===== src/rtl/fetch_decode_queue_pkg.sv =====
// Shared fetch/decode types: the fetch-queue entry payload and default queue depth.
package fetch_decode_queue_pkg;

    localparam int unsigned ADDR_WIDTH        = 32;
    localparam int unsigned INSN_WIDTH        = 32;
    localparam int unsigned FETCH_QUEUE_DEPTH = 4;

    typedef struct packed {
        logic                  isNextPcPredicted;
        logic [ADDR_WIDTH-1:0] predictedNextPC;
        logic                  isBranchTakenPredicted;
    } BranchPredict;

    typedef struct packed {
        logic [ADDR_WIDTH-1:0] pc;
        logic [INSN_WIDTH-1:0] instruction;
        BranchPredict          branchPredict;
    } FetchQueueEntry;

    localparam int unsigned FQE_W = $bits(FetchQueueEntry);

endpackage


===== src/rtl/fetch_decode_queue_if.sv =====
// Fetch -> queue -> decode handshake bundle.
//   enq_valid/enq_ready/enq_entry : fetch side
//   deq_valid/deq_ready/deq_entry : decode side
// slave  : the queue itself; master : the surrounding fetch/decode logic.
interface fetch_decode_queue_if;
    import fetch_decode_queue_pkg::*;

    logic           enq_valid;
    logic           enq_ready;
    FetchQueueEntry enq_entry;
    logic           deq_valid;
    logic           deq_ready;
    FetchQueueEntry deq_entry;

    modport slave (
        input  enq_valid, enq_entry, deq_ready,
        output enq_ready, deq_valid, deq_entry
    );

    modport master (
        output enq_valid, enq_entry, deq_ready,
        input  enq_ready, deq_valid, deq_entry
    );

endinterface


===== src/rtl/fetch_queue_ram.sv =====
// Fetch-queue storage: DEPTH x WIDTH, one synchronous write port, one async read port.
// Contents are intentionally not reset.
//   clk      : clock
//   we_i     : write enable
//   waddr_i  : write index
//   wdata_i  : write data
//   raddr_i  : read index
//   rdata_o  : read data (combinational)
module fetch_queue_ram
    import fetch_decode_queue_pkg::*;
#(
    parameter int unsigned DEPTH = FETCH_QUEUE_DEPTH,
    parameter int unsigned WIDTH = FQE_W
) (
    input  logic                     clk,
    input  logic                     we_i,
    input  logic [$clog2(DEPTH)-1:0] waddr_i,
    input  logic [WIDTH-1:0]         wdata_i,
    input  logic [$clog2(DEPTH)-1:0] raddr_i,
    output logic [WIDTH-1:0]         rdata_o
);

    logic [WIDTH-1:0] mem_q [DEPTH];

    always_ff @(posedge clk) begin
        if (we_i) begin
            mem_q[waddr_i] <= wdata_i;
        end
    end

    assign rdata_o = mem_q[raddr_i];

endmodule


===== src/rtl/fetch_decode_queue.sv =====
// Instruction queue between fetch and decode; decouples decode stalls from IMem/BTB
// lookup. A controller flush drops every entry.
// Optional feature macro: FETCH_QUEUE_BYPASS_EN (empty-queue zero-latency bypass).
//   clk    : clock, rising edge
//   rst    : asynchronous active-low reset
//   flush  : synchronous flush, highest priority
//   fq     : enq/deq handshake bundle (slave side)
//   count  : occupancy, 0..DEPTH
module fetch_decode_queue
    import fetch_decode_queue_pkg::*;
#(
    parameter int unsigned DEPTH = FETCH_QUEUE_DEPTH
) (
    input  logic                   clk,
    input  logic                   rst,
    input  logic                   flush,
    fetch_decode_queue_if.slave    fq,
    output logic [$clog2(DEPTH):0] count
);

    localparam int unsigned PTR_WIDTH = $clog2(DEPTH);
    localparam int unsigned PTR_W     = PTR_WIDTH + 1;

    typedef logic [PTR_W-1:0] ptr_t;

    ptr_t           wr_ptr_q, wr_ptr_d;
    ptr_t           rd_ptr_q, rd_ptr_d;
    logic           empty_c, full_c;
    logic           wr_en_c, rd_adv_c, bypass_c;
    FetchQueueEntry rd_data;

    fetch_queue_ram #(
        .DEPTH (DEPTH),
        .WIDTH (FQE_W)
    ) u_ram (
        .clk     (clk),
        .we_i    (wr_en_c),
        .waddr_i (wr_ptr_q[PTR_WIDTH-1:0]),
        .wdata_i (fq.enq_entry),
        .raddr_i (rd_ptr_q[PTR_WIDTH-1:0]),
        .rdata_o (rd_data)
    );

    // Handshake outputs and pointer next-state; flush overrides everything.
    always_comb begin
        empty_c  = (wr_ptr_q == rd_ptr_q);
        full_c   = (wr_ptr_q[PTR_WIDTH] != rd_ptr_q[PTR_WIDTH]) &&
                   (wr_ptr_q[PTR_WIDTH-1:0] == rd_ptr_q[PTR_WIDTH-1:0]);
        bypass_c = 1'b0;

        fq.enq_ready = !full_c && !flush;
        fq.deq_valid = !empty_c && !flush;
        fq.deq_entry = fq.deq_valid ? rd_data : '0;

`ifdef FETCH_QUEUE_BYPASS_EN
        // Empty queue: present fetch's entry directly; if decode takes it, skip storage.
        if (empty_c && !flush) begin
            fq.deq_valid = fq.enq_valid;
            fq.deq_entry = fq.enq_valid ? fq.enq_entry : '0;
            bypass_c     = fq.enq_valid && fq.deq_ready;
        end
`endif

        wr_en_c  = fq.enq_valid && fq.enq_ready && !bypass_c;
        rd_adv_c = fq.deq_valid && fq.deq_ready && !empty_c;

        if (flush) begin
            wr_ptr_d = '0;
            rd_ptr_d = '0;
        end else begin
            wr_ptr_d = wr_ptr_q + PTR_W'(wr_en_c);
            rd_ptr_d = rd_ptr_q + PTR_W'(rd_adv_c);
        end
    end

    always_ff @(posedge clk or negedge rst) begin
        if (!rst) begin
            wr_ptr_q <= '0;
            rd_ptr_q <= '0;
        end else begin
            wr_ptr_q <= wr_ptr_d;
            rd_ptr_q <= rd_ptr_d;
        end
    end

    // Modular difference gives occupancy even across the wrap bit.
    assign count = wr_ptr_q - rd_ptr_q;

endmodule


===== src/flat_wrapper.sv =====
// flat-port wrapper written by rule: the top's interface ports become plain ports
module fetch_decode_queue_flat import fetch_decode_queue_pkg::*;
#(
    parameter int unsigned DEPTH = FETCH_QUEUE_DEPTH
)
  (clk, rst, flush, count, fq_enq_valid, fq_enq_entry, fq_deq_ready, fq_enq_ready, fq_deq_valid, fq_deq_entry);
  fetch_decode_queue_if fq_i ();
  input  logic clk;
  input  logic rst;
  input  logic flush;
  output logic [$clog2(DEPTH):0] count;
  input wire logic [$bits(fq_i.enq_valid)-1:0] fq_enq_valid;
  input wire logic [$bits(fq_i.enq_entry)-1:0] fq_enq_entry;
  input wire logic [$bits(fq_i.deq_ready)-1:0] fq_deq_ready;
  output wire logic [$bits(fq_i.enq_ready)-1:0] fq_enq_ready;
  output wire logic [$bits(fq_i.deq_valid)-1:0] fq_deq_valid;
  output wire logic [$bits(fq_i.deq_entry)-1:0] fq_deq_entry;
  assign fq_i.enq_valid = fq_enq_valid;
  assign fq_i.enq_entry = fq_enq_entry;
  assign fq_i.deq_ready = fq_deq_ready;
  assign fq_enq_ready = fq_i.enq_ready;
  assign fq_deq_valid = fq_i.deq_valid;
  assign fq_deq_entry = fq_i.deq_entry;
  fetch_decode_queue #(.DEPTH(DEPTH)) u_core (.clk(clk), .rst(rst), .flush(flush), .fq(fq_i), .count(count));
endmodule

===== config.mk =====
export PLATFORM = sky130hd
export DESIGN_NAME = fetch_decode_queue_flat
export DESIGN_NICKNAME = d
export VERILOG_FILES = /design/src/rtl/fetch_decode_queue_pkg.sv /design/src/rtl/fetch_decode_queue_if.sv /design/src/rtl/fetch_queue_ram.sv /design/src/rtl/fetch_decode_queue.sv /design/src/flat_wrapper.sv
export SDC_FILE = /design/constraint.sdc
export NUM_CORES = 1
export LEC_CHECK = 0
export ABC_AREA = 0
export CORE_MARGIN = 5
export CORE_UTILIZATION = 50
export DETAILED_ROUTE_END_ITERATION = 10
export PLACE_DENSITY = 0.83
export SLEW_MARGIN = 30
export SYNTH_ARGS = -nofsm -noshare
export SYNTH_HDL_FRONTEND = slang
export SYNTH_SLANG_ARGS = --single-unit

===== constraint.sdc =====
create_clock -name clk -period 48.2 [get_ports clk]
set_clock_uncertainty 0.15 [all_clocks]
set_input_delay 7.23 -clock clk [delete_from_list [all_inputs] [get_ports clk]]
set_output_delay 7.23 -clock clk [all_outputs]
set_load 0.02 [all_outputs]

==> metrics <==
total track usage=18.4%; average vias per placed instance=5.90; leakage=7.15 nW; Hold Crit Class=reg -> reg; Yosys reg bits=398; Clk pin slew, worst setup/hold paths=0.06 ns; H-Tree Depth=2; # hold bufs at CTS=0; CTS tree=yes; Reg2Reg Depth=6; area grow syn2layout=24.2%; final setup margin=30.61 ns; VDD IR max=0.0300 mV; Critical Path Source=flush; grt total ovfl=0; critical path capture point type=primary output; Max Root-Sink Buffers=3; Cell Area, Placed=18100 um^2; fmax=0.0568 GHz; Final Instance Count excl. Fillers=1316; drt wl/cell=24.4 um; Seq/Total Area, Yosys=76.0%; area of the multi-input gates=3510 um^2; met1 usage=24.6%; total die area=35000 um^2; top_reg_cell synth=edfxtp_1; ANT cells=0; Initial Util=51.0%; worst r2r src=u_core.rd_ptr_q[1]$_DFF_PN0_; largest net degree at the start of global routing=68; Post-Route WL=32100 um; setup repair bufs after CTS=0; Tmin final=17.59 ns; GPL Wtd Cong=0.724; core area=30700 um^2; fin crit share=36.5%; worst slew pin tran=0.921 ns; worst r2r dst=u_core.u_ram.mem_q[0][69]$_DFFE_PP_; RSZ-0062 raised after global routing=no; Sink Count=398; pwr dens=39.1 nW/um^2; total CTS buffers=40; syn_area_per_cell=22.8 um^2; Ys Warns=0; DPL Wire Length=18600 um; crit path DAT=10.21 ns; number of library cell types mapped by synthesis=25; Inst Count DP=1246; CTS resizes=0; critical setup path kind=in -> out; CP Launch Type=primary input; DR DRC count=0; Post-Synthesis Cells=687; layout cell share with drive strength beyond 1=19.2%; dpl ws=30.59 ns; Die Height=187 um; Chip Width=187 um; vias in the first global route=8281; Synth Cell Area=15700 um^2; antenna violations before repair=1; max-cap viol count=0; FP Rows=64; setup_tns=0 ns; IO buf count=205; Final Setup Violations=0; worst-path maximum fanout=53; net count after synthesis=797; fill cell count=2052; cell area after layout=19500 um^2; Rel. slew slack=38.6%; sequential standard cell area=11900 um^2; root buf cell=clkbuf_16; I/O Pins=206; critical path data required time=40.82 ns; crit path to=fq_deq_entry[64]; hold_ws=0.563 ns; grt peak-use layer=met2; met2 global-route usage=30.7%; global-route wire length before repair=49900 um; DR pass1 iterations=5; asr flop ratio synth=1.51%; vias=7765; GRT met3 Usage=4.83%; Fin. Hold Viols=0; max-slew violation count=0; clock latency at the later pin of the worst-skew pair=0.50 ns; number of enable flip-flop cells after synthesis=392; run status=completed; nets=1004; worst reg-to-reg setup slack=43.61 ns; antenna-violating nets left=0; Iter 0 DRT Violations=521
## synthesized netlist by cell type (3+ instances only)
cell	number	area (um^2)
clkbuf_1	32	120
nor2_1	3	11.3
edfxtp_1	392	11800
mux4_2	98	2210
dfrtp_1	6	150
inv_1	6	22.5
ha_1	6	75.1
o211a_1	100	1000
nor2b_1	4	25.0
xnor2_1	4	35.0
buf_2	16	80.1
## per-layer routing
metal  vias up  routed length [um]
li1       3370                   -
met1      4032               12900
met2       311               16300
met3        50                2430
met4         2                 504
met5         -                  13
## cells by family after synthesis
family / after synthesis / synth area share (%)
flops: 398 / 76.0
compound gates: 106 / 6.68
mux: 98 / 14.1
buf+inv: 62 / 1.96
simple gates: 11 / 0.367
fa+ha+maj: 7 / 0.606
xor+xnor: 5 / 0.279
## worst min path at each step
stage	depth (start not counted)	startpoint	endpoint	slack, ns
4_1_cts	2	u_core.wr_ptr_q[2]$_DFF_PN0_	u_core.wr_ptr_q[2]$_DFF_PN0_	0.55
3_3_place_gp	2	u_core.wr_ptr_q[2]$_DFF_PN0_	u_core.wr_ptr_q[2]$_DFF_PN0_	0.52
3_5_place_dp	2	u_core.wr_ptr_q[2]$_DFF_PN0_	u_core.wr_ptr_q[2]$_DFF_PN0_	0.53
2_1_floorplan	2	u_core.wr_ptr_q[2]$_DFF_PN0_	u_core.wr_ptr_q[2]$_DFF_PN0_	0.41
6_report	2	u_core.wr_ptr_q[2]$_DFF_PN0_	u_core.wr_ptr_q[2]$_DFF_PN0_	0.56
5_1_grt	2	u_core.wr_ptr_q[2]$_DFF_PN0_	u_core.wr_ptr_q[2]$_DFF_PN0_	0.56
## worst max-delay path, stage by stage
cell	delay (ns)
clkdlybuf4s50_1	0.83
clkinv_2	0.76
buf_4	0.56
o211a_1	0.20
clkdlybuf4s50_1	0.55
## registers in the layout, summed over array words and instances, names as in the netlist
signal and flops:
u_core.rd_ptr_q 3, u_core.u_ram.mem_q 392, u_core.wr_ptr_q 3
## metrics by stage
| stage | utilization, % | power [mW] |
|---|---|---|
| final | 63.3 | 0.761 |
| after CTS | 63.2 | 0.769 |
| after global routing | 63.3 | 0.789 |
| after floorplan | - | 0.433 |
| after detailed placement | 59.0 | 0.463 |
| after global placement | 58.9 | 0.461 |
## cells in the final DEF (no fill, tap or decap), types with 2 or more instances in the layout
cell type,instances
inv_1,5
dfrtp_4,2
clkinvlp_4,2
o211a_1,100
xnor2_1,4
buf_12,2
buf_4,13
ha_1,6
a2111oi_2,2
a21oi_1,2
mux4_2,98
clkbuf_1,6
edfxtp_1,392
clkinv_2,5
bufinv_16,6
nor2b_1,4
nor2_1,3
clkdlybuf4s50_1,205
clkinv_1,8
clkbuf_16,41
dfrtp_1,4
## where the power goes
group	switching, mW	total [mW]	leakage [nW]	internal, mW
combinational	0.0336	0.0647	2.88	0.0311
sequential	0.00244	0.391	3.64	0.388
clock	0.119	0.306	0.630	0.187
## area by class of cell
| cell class | count | area share [%] |
|---|---|---|
| clock buffers | 47 | 5.39 |
| clock inverters | 21 | 1.30 |
| inverters | 6 | 0.122 |
| multi-input cells | 227 | 18.0 |
| flip-flops and latches | 398 | 61.3 |
| well taps | 396 | 2.55 |
| repair buffers | 221 | 11.3 |
No activity file was read; power rests on OpenSTA's default activity.
